## src/rtl/demux_stream_n.sv

```systemverilog
// demux_stream_n: registered 1-to-N valid/ready stream demultiplexer.
// Each channel owns a one-word output buffer. The input can unicast to one
// channel or broadcast to all of them. Words addressed to a nonexistent
// channel are accepted and discarded, and a saturating counter tracks them.
module demux_stream_n #(
  parameter int DATA_W = 8,
  parameter int N_OUT  = 8,
  parameter int SEL_W  = $clog2(N_OUT),
  parameter int CNT_W  = 8
) (
  input  logic                    clk,
  input  logic                    rst_n,
  input  logic                    enable,
  input  logic                    in_valid,
  input  logic [DATA_W-1:0]       in_data,
  input  logic [SEL_W-1:0]        in_sel,
  input  logic                    in_bcast,
  output logic                    in_ready,
  output logic [N_OUT-1:0]        out_valid,
  output logic [N_OUT*DATA_W-1:0] out_data,
  input  logic [N_OUT-1:0]        out_ready,
  output logic                    drop_err,
  output logic [CNT_W-1:0]        drop_cnt
);

  localparam logic [CNT_W-1:0] CNT_MAX = '1;
  localparam logic [SEL_W:0]   N_OUT_W = (SEL_W+1)'(N_OUT);

  logic [N_OUT-1:0]        out_valid_q, out_valid_d;
  logic [N_OUT*DATA_W-1:0] out_data_q, out_data_d;
  logic                    drop_err_q, drop_err_d;
  logic [CNT_W-1:0]        drop_cnt_q, drop_cnt_d;

  logic [N_OUT-1:0] can_take;
  logic [N_OUT-1:0] load;
  logic             sel_in_range;
  logic             xfer;
  logic             drop;

  // A buffer can take a word when it is empty or is being drained this cycle.
  assign can_take     = ~out_valid_q | out_ready;
  assign sel_in_range = ({1'b0, in_sel} < N_OUT_W);
  assign xfer         = in_valid & in_ready;
  assign drop         = xfer & ~in_bcast & ~sel_in_range;

  // Input acceptance depends only on the mode, the target buffers and enable;
  // holding it low in reset keeps the producer from seeing a spurious accept.
  always_comb begin
    in_ready = 1'b0;
    if (rst_n && enable) begin
      if (in_bcast) begin
        in_ready = &can_take;
      end else if (sel_in_range) begin
        in_ready = can_take[in_sel];
      end else begin
        in_ready = 1'b1;
      end
    end
  end

  // Next buffer state: load on transfer to this channel, otherwise drain on handshake.
  always_comb begin
    load        = '0;
    out_valid_d = out_valid_q;
    out_data_d  = out_data_q;
    for (int k = 0; k < N_OUT; k++) begin
      load[k] = xfer & (in_bcast | (sel_in_range & (in_sel == SEL_W'(k))));
      if (load[k]) begin
        out_valid_d[k]                     = 1'b1;
        out_data_d[k*DATA_W +: DATA_W]     = in_data;
      end else if (out_valid_q[k] && out_ready[k]) begin
        out_valid_d[k]                     = 1'b0;
      end
    end
  end

  // Drop reporting: one-cycle pulse per dropped word and a saturating tally.
  always_comb begin
    drop_err_d = drop;
    drop_cnt_d = drop_cnt_q;
    if (drop && (drop_cnt_q != CNT_MAX)) begin
      drop_cnt_d = drop_cnt_q + 1'b1;
    end
  end

  // State registers; reset discards any buffered words.
  always_ff @(posedge clk or negedge rst_n) begin
    if (!rst_n) begin
      out_valid_q <= '0;
      out_data_q  <= '0;
      drop_err_q  <= 1'b0;
      drop_cnt_q  <= '0;
    end else begin
      out_valid_q <= out_valid_d;
      out_data_q  <= out_data_d;
      drop_err_q  <= drop_err_d;
      drop_cnt_q  <= drop_cnt_d;
    end
  end

  assign out_valid = out_valid_q;
  assign out_data  = out_data_q;
  assign drop_err  = drop_err_q;
  assign drop_cnt  = drop_cnt_q;

endmodule

```

## config.mk

```make
export PLATFORM = sky130hd
export DESIGN_NAME = demux_stream_n
export DESIGN_NICKNAME = d
export VERILOG_FILES = /design/src/rtl/demux_stream_n.sv
export SDC_FILE = /design/constraint.sdc
export NUM_CORES = 1
export LEC_CHECK = 0
export ABC_AREA = 0
export BUFFER_PORTS_ARGS = -buffer_cell sky130_fd_sc_hd__clkbuf_2
export CORE_UTILIZATION = 40
export CTS_BUF_LIST = sky130_fd_sc_hd__clkbuf_16
export DETAILED_ROUTE_END_ITERATION = 6
export GPL_TIMING_DRIVEN = 0
export PLACE_DENSITY = 0.69
export SLEW_MARGIN = 20
export SYNTH_ARGS = -nofsm -noshare
export SYNTH_HDL_FRONTEND = slang
export SYNTH_SLANG_ARGS = --single-unit
export TNS_END_PERCENT = 20
```

## constraint.sdc

```tcl
create_clock -name clk -period 4.2 [get_ports clk]
set_input_delay 0.42 -clock clk [delete_from_list [all_inputs] [get_ports clk]]
set_output_delay 0.42 -clock clk [all_outputs]
set_load 0.02 [all_outputs]
```

==> results of run 1 <==
==> critical path: cells and delay by family <==
family | cells | cell delay [ps]
AOI/OAI and AO/OA | 2 | 730
buffers and inverters | 2 | 620
muxes | 1 | 350
and+or+nand+nor | 2 | 500
==> metal layers <==
layer | up-vias | wire length (microns) | GRT usage
met5 | - | 0 | 0
met3 | 4 | 413 | 0.05395
met2 | 73 | 3597 | 0.2872
li1 | 989 | - | -
met4 | 0 | 42 | 0.06061
met1 | 1062 | 3334 | 0.2252
==> cell type report <==
| type | count | share of cell area |
|---|---|---|
| Buffer | 15 | 0.02739 |
| Clock buffer | 9 | 0.05082 |
| Clock inverter | 7 | 0.02174 |
| Inverter | 8 | 0.006776 |
| Multi-Input combinational cell | 130 | 0.3436 |
| Sequential cell | 72 | 0.4066 |
| Tap cell | 105 | 0.02964 |
| Timing Repair Buffer | 97 | 0.1135 |
==> per-stage QoR <==
step | instances | worst slack (ps) | util | hold slack, ps
after CTS | 443 | 1721 | 0.5367 | 106.9
final | 443 | 1778 | 0.5367 | 93.13
after global placement | 426 | 429.3 | 0.4950 | 491.5
after floorplan | 225 | 2100 | - | 124.4
after global routing | 443 | 1624 | 0.5367 | 134.0
after detailed placement | 427 | 1359 | 0.4977 | 463.4
==> synthesized netlist by cell type <==
master	instances	share of area
dfrtp_1	72	0.52
mux2_4	64	0.28
buf_4	9	0.020
nand2b_1	9	0.016
a21o_2	8	0.020
a31oi_4	8	0.049
inv_1	8	0.0087
o21ai_0	8	0.012
buf_6	4	0.013
nand2_1	3	0.0033
nor3b_1	3	0.0065
and3b_2	2	0.0058
mux2i_1	2	0.0058
nand3_1	2	0.0029
nor2_1	2	0.0022
and3_2	1	0.0022
buf_2	1	0.0015
clkbuf_1	1	0.0011
conb_1	1	0.0011
mux4_2	1	0.0065
nand2_2	1	0.0018
nand3_4	1	0.0051
nand3b_1	1	0.0022
nand4_1	1	0.0018
nor3_1	1	0.0015
o32a_1	1	0.0029
or3_1	1	0.0018
or4_4	1	0.0033
==> sequential cells by signal (all words and copies together) (netlist names) <==
| signal | cells |
|---|---|
| out_valid | 8 |
| out_data | 64 |
==> worst paths after layout <==
path	start	slack [ps]	cells after the start	endpoint
max	rst_n	1780	7	out_data[53]
min	rst_n	90	1	out_valid[0]
max reg2reg	out_valid[1]	1930	6	out_data[53]
min reg2reg	out_data[5]	510	1	out_data[5]
max in group asynchronous	rst_n	3520	2	out_data[2]
min in group clk	out_ready[7]	360	3	out_valid[7]
==> logic make-up after synthesis <==
kind of cell           after synthesis
other                                1
and+or+nand+nor                     29
DFF                                 72
AOI/OAI and AO/OA                   25
buffers and inverters               23
muxes                               67
==> power by group through the flow <==
stage          registers [mW]  clock network, mW  logic, mW
3_5_place_dp             1.06                  0      0.978
6_report                 1.06              0.811      0.967
5_1_grt                  1.09              0.864       1.03
2_1_floorplan            1.32                  0      0.382
3_3_place_gp             1.06                  0      0.960
4_1_cts                  1.06              0.832      0.979
==> key figures, run 1 <==
STA
  • Crit share post-route: 0.5768
  • Clock skew: 7.646 ps
  • RSZ-0062 raised after global routing: no
  • Final setup fails: 0
  • Fin crit period: 2422 ps
  • Setup TNS: 0 ps
  • Fin. Hold Viols: 0
  • Slew margin rel.: 0.5806
  • Slew Limit Fails: 0
  • Fmax achieved: 412.8 MHz
  • Slew @ Worst Pin: 629.1 ps

Layout
  • Fin area: 4432 sq um
  • Commonest non-fill, non-tap cells in the layout: 95 x clkbuf_2, 72 x dfrtp_1, 64 x mux2_4
  • Syn-to-layout area delta: 28.61%
  • Register area: 1802 sq um
  • Final #Nets: 357
  • Multi-input gate area: 1523 sq um
  • Final antenna diode count: 0
  • Layout cells sized above 1: 0.6302
  • Layout fillers: 703
  • Commonest non-fill, non-tap cell in the layout: clkbuf_2

Floorplan
  • Starting Density: 0.4173
  • Die Wd: 94.82 microns
  • Core area: 8258 sq um
  • Ports: 106
  • DIE HEIGHT: 94.82 microns
  • Die ar.: 8990 sq um
  • Num rows: 33

Clock tree
  • Post-CTS Resized: 0
  • Sink Count: 72
  • Inserted Clock Buffers: 9
  • Post-cts hold buffer count: 0
  • H-Tree Depth: 3
  • Setup bufs post-CTS: 0
  • Clk root buf: clkbuf_16
  • CTS Buffer Depth: 2
  • Clk_lat worst skew: 330 ps
  • CTS tree: done
  • CTS clk-pin slew, worst paths: 60 ps

Pwr
  • P per Cell Area: 639.7 nW/um^2
  • Leak: 2.215 nW
  • Total power: 2.835 mW
  • NetSw: 0.9310 mW
  • Comb power frac: 0.341
  • Pint: 1.904 mW
  • Peak supply drop: 0.3252 mV
  • Share of total power in the clock network: 0.286
  • Sequential share of power: 0.373
  • Net Sw Frac: 0.3284

Detailed routing
  • Initial DRT Pass Iterations: 4
  • Routed Wire Length: 7387 microns
  • Initial DRC Count: 45
  • Routed len/inst: 16.67 microns
  • Via count: 2,128
  • Vias/cell: 4.804
  • Final ANT Viol Nets: 0
  • Number of remaining DRC errors: 0

Setup path
  • Worst Path Required: 4410 ps
  • CP Capture Type: flop
  • WP data arrival: 2630 ps
  • CP max stage delay: 560 ps
  • WS Path Type: primary input to flop
  • CP max-delay cell: a31oi_4
  • CP max FO: 38
  • Cells along the critical path: clkbuf_4 -> nand3b_1 -> or3_1 -> o32a_1 -> buf_6 -> a31oi_4 -> mux2_4
  • Worst setup SP type: primary input

Global routing
  • Overall Global Routing Usage: 0.1776
  • Pin count of the biggest net entering global routing: 39
  • Remaining global-route overflow: 0
  • First-pass GRT wire length: 11,600 microns
  • Antenna violations before repair: 0
  • Vias in the first global route: 2,145

Synthesis
  • Syn avg cell area: 15.88 sq um
  • YS warnings: 0
  • Mapped cell area: 3446 sq um
  • Post-Synth XOR/XNOR Area: 0
  • Synthesis-stage register bit count: 72
  • Largest family of logic cells by synthesized area: multiplexers
  • Synth Area in Adders: 0
  • Synth Instances: 217
  • Unique cell type count in the Yosys netlist: 28
  • Sequential fraction of the synthesis area: 0.5229
  • Mux share of post-synthesis cell area: 0.2912
  • Post-Synth Simple-Gate Area: 0.05664
  • Compound-gate portion of the synthesized area: 0.08424

Outcome
  • Status: finished, final reports clean

Hold path
  • Hold Path Class: primary input to asynchronous set/reset pin

Place
  • IO buf count: 96
  • Area post-placement: 4110 sq um
  • Gpl congestion: 0.7774
  • Post-DP HPWL: 5090 microns

Run
  • Max Cap Violations: 0
No activity file was read; power rests on OpenSTA's default activity.
==> run 2, diff against run 1 <==
--- a/config.mk
+++ b/config.mk
@@ -5,13 +5,13 @@
 export SDC_FILE = /design/constraint.sdc
 export NUM_CORES = 1
 export LEC_CHECK = 0
-export ABC_AREA = 0
+export ABC_AREA = 1
 export BUFFER_PORTS_ARGS = -buffer_cell sky130_fd_sc_hd__clkbuf_2
 export CORE_UTILIZATION = 40
 export CTS_BUF_LIST = sky130_fd_sc_hd__clkbuf_16
 export DETAILED_ROUTE_END_ITERATION = 6
 export GPL_TIMING_DRIVEN = 0
-export PLACE_DENSITY = 0.69
+export PLACE_DENSITY = 0.72
 export SLEW_MARGIN = 20
 export SYNTH_ARGS = -nofsm -noshare
 export SYNTH_HDL_FRONTEND = slang
==> constraint.sdc (replaced) <==
create_clock -name clk -period 2 [get_ports clk]
set_input_delay 0.2 -clock clk [delete_from_list [all_inputs] [get_ports clk]]
set_output_delay 0.2 -clock clk [all_outputs]
set_load 0.02 [all_outputs]
==> run 2 against run 1 <==
Effect of this change: first-iteration DRC count rose to 3.0 times the previous value; count of clock-buffer cells in the layout unchanged; global-route usage up 3.9 points; worst setup slack worse by 1700 ps; core utilization rose by 2.3 points; hold slack better by 60 ps; critical path depth unchanged; largest cell class unchanged; clock power is 100% higher.
==> key figures, run 2 <==
Outcome
  • Status: finished, final reports clean

Pwr
  • Pint: 3.331 mW (+75%)
  • Sequential share of power: 0.400 (+0.027)
  • P per Cell Area: 1215 nW/um^2 (+90%)
  • Share of total power in the clock network: 0.325 (+0.039)
  • Leak: 2.450 nW (+11%)
  • Comb power frac: 0.275 (-0.066)
  • NetSw: 1.708 mW (+83%)
  • Net Sw Frac: 0.3390 (+0.01055)
  • Peak supply drop: 0.5892 mV (+81%)

Detailed routing
  • Met2 routed WL: 3804 microns (+5.8%)
  • Routed Wire Length: 8384 microns (+13%)
  • Initial DRT Pass Iterations: 4 (unchanged)
  • WL met1: 3962 microns (+19%)
  • Vias/cell: 4.653 (-3.1%)
  • Number of remaining DRC errors: 0 (unchanged)
  • Final ANT Viol Nets: 0 (unchanged)
  • Highest Signal Layer: met4
  • Routed len/inst: 13.97 microns (-16%)
  • Met3 WL post-DR: 491 microns (+19%)
  • Initial DRC Count: 137 (+200%)
  • Via count: 2,792 (+31%)

Synthesis
  • Top-count cell post-synth: nand2_1
  • Unique cell type count in the Yosys netlist: 17 (-39%)
  • Largest cells by area after synthesis: dfrtp_1 58%, nand2_1 27%, nor2_4 2.9%, inv_1 2.6%, buf_4 2.2%
  • Synthesis-stage register bit count: 72 (unchanged)
  • Prevailing post-synth register cell: dfrtp_1
  • Top cells by count, synth: 222 x nand2_1, 72 x dfrtp_1, 22 x inv_1, 14 x nor2_1
  • Synth top area share: 0.5762 (+0.05335)
  • Fraction of registers with async set/reset: 1.000 (unchanged)
  • Synth Instances: 379 (+75%)
  • Mapped cell area: 3127 sq um (-9.3%)
  • EDFF count, synth: 0 (unchanged)
  • Syn avg cell area: 8.250 sq um (-48%)
  • YS warnings: 0 (unchanged)
  • Leading area contributor after synthesis: dfrtp_1
  • Sequential fraction of the synthesis area: 0.5762 (+0.05335)

Clock tree
  • Clk root buf: clkbuf_16
  • Sink Count: 72 (unchanged)
  • CTS tree: done
  • CTS clk-pin slew, worst paths: 50 ps (about the same)
  • Inserted Clock Buffers: 9 (unchanged)
  • CTS Buffer Depth: 2 (unchanged)
  • H-Tree Depth: 3 (unchanged)
  • Clk_lat worst skew: 330 ps (about the same)

Place
  • IO buf count: 87 (-9.4%)
  • Gpl congestion: 0.8168 (+5.1%)
  • Area post-placement: 3739 sq um (-9.0%)
  • Post-DP HPWL: 5749 microns (+13%)

Floorplan
  • Num rows: 31 (-6.1%)
  • Ports: 106 (unchanged)
  • Starting Density: 0.4221 (+0.004784)
  • Core area: 7408 sq um (-10%)
  • Die ar.: 8175 sq um (-9.1%)
  • DIE HEIGHT: 90.42 microns (-4.6%)
  • Die Wd: 90.42 microns (-4.6%)

Setup path
  • Reg2reg end: out_data[55]
  • WP data arrival: 1720 ps (-910 ps)
  • Worst Path Required: 1800 ps (-2610 ps)
  • Worst setup SP type: flop
  • CP Capture Type: output port
  • WS Path Type: flop to output port
  • Worst reg-to-reg path cell count: 8 (+2)
  • Origin of the critical flop-to-flop path: out_valid[2]
  • R2r setup slk: 180 ps (-1750 ps)
  • CP max FO: 5 (-87%)
  • Critical path launch point: out_valid[2]

STA
  • Clock skew: 8.040 ps (+0.3938 ps)
  • Fmax achieved: 521.7 MHz
  • Crit share post-route: 0.9584
  • Final setup fails: 0 (unchanged)
  • Fin crit period: 1917 ps
  • Fin. Hold Viols: 0 (unchanged)
  • Hold WS: 152.7 ps (+59.55 ps)
  • Slew Limit Fails: 0 (unchanged)
  • RSZ-0062 raised after global routing: no

Hold path
  • Hold depth: 4
  • Hold Path Class: primary input to flop
  • Hold path startpoint: out_ready[4]
  • Hold endpoint: out_valid[4]

Layout
  • Final antenna diode count: 0 (unchanged)
  • Commonest non-fill, non-tap cell in the layout: nand2_1
  • Register area: 1802 sq um (unchanged)
  • Commonest non-fill, non-tap cells in the layout: 221 x nand2_1, 85 x clkbuf_2, 72 x dfrtp_1
  • Flip-flop count of the largest register after layout: 64 (unchanged)
  • Core Util, Final: 0.5600 (+0.02337)
  • Final #Nets: 521 (+46%)
  • Layout cells sized above 1: 0.2774 (-0.3527)
  • Syn-to-layout area delta: 32.69%
  • Multi-input gate area: 1180 sq um (-23%)
  • Layout fillers: 700 (-0.43%)
  • Fin area: 4149 sq um (-6.4%)

Global routing
  • Antenna violations before repair: 0 (unchanged)
  • Pin count of the biggest net entering global routing: 43 (+10%)
  • Remaining global-route overflow: 0 (unchanged)
  • Overall Global Routing Usage: 0.2163 (+0.03871)
  • First-pass GRT wire length: 13,520 microns (+17%)
  • Vias in the first global route: 2,650 (+24%)

Run
  • Max Cap Violations: 0 (unchanged)
## run 2: changes by cell type in the layout (fill, tap and decap cells not counted), sizes merged, moves of 10 or more
cell / change
nand2: +218
mux2: -64
nor2: +20
buf: +13
inv: +13
clkbuf: -10
## run 2: power groups by stage
stage	combinational, mW	clock, mW	sequential, mW
after global routing	1.52	1.72	2.06
after detailed placement	1.37	0	2.03
after CTS	1.38	1.67	2.02
final	1.39	1.64	2.02
after global placement	1.34	0	2.02
after floorplan	0.404	0	2.46
## run 2: how the worst max path moves through the flow
stage | end | slack [ps] | cells past startpoint
2_1_floorplan | out_data[0] | 350 | 9
3_3_place_gp | out_data[63] | -1000 | 6
3_5_place_dp | out_data[35] | -140 | 6
4_1_cts | in_ready | 10 | 7
5_1_grt | in_ready | 5 | 7
6_report | in_ready | 80 | 7
## run 2: cell families (layout without fill, tap and decap cells)
group | Yosys count | after routing | synth area share
AND/OR/NAND/NOR | 257 | 257 | 0.3425
flip-flops | 72 | 72 | 0.5762
buffers and inverters | 40 | 153 | 0.06202
AO/OA/AOI/OAI | 9 | 10 | 0.01801
other | 1 | 9 | 0.001199
## run 2: what timing repair did
action	CTS	global route
setup buffers	0	8
resized for setup	0	3
hold endpoints to repair	42	0
setup endpoints to repair	0	45
hold buffers	2	0
## run 2: worst max-delay path, stage by stage, from the launching register on
cell and delay (ps):
dfrtp_1 380, nand2_1 130, nand2_1 70, nor2_1 120, nand2_2 120, a21oi_4 220, and2_1 180, buf_2 170
## run 2: area by class of cell
type	instances	area share
tap	99	0.02986
sequential	72	0.4343
timing repair buffer	98	0.1321
clock inverter	6	0.01840
buffer	18	0.02684
clock buffer	9	0.05428
multi-input combinational	276	0.2844
inverter	22	0.01990
## run 2: metrics by stage
| stage | TNS, ps | setup slack (ps) | power, mW | cells |
|---|---|---|---|---|
| 2_1_floorplan | 0 | 345.6 | 2.862 | 387 |
| 3_3_place_gp | -67710 | -1004 | 3.362 | 573 |
| 3_5_place_dp | -3619 | -141.4 | 3.404 | 574 |
| 4_1_cts | 0 | 13.16 | 5.068 | 591 |
| 5_1_grt | 0 | 5.031 | 5.293 | 600 |
| 6_report | 0 | 83.27 | 5.039 | 600 |
## run 2: metal layers
layer	vias up	global-route usage
met1	1318	0.3036
met5	-	0
met2	92	0.3282
met3	12	0.05556
li1	1370	-
met4	0	0.06855
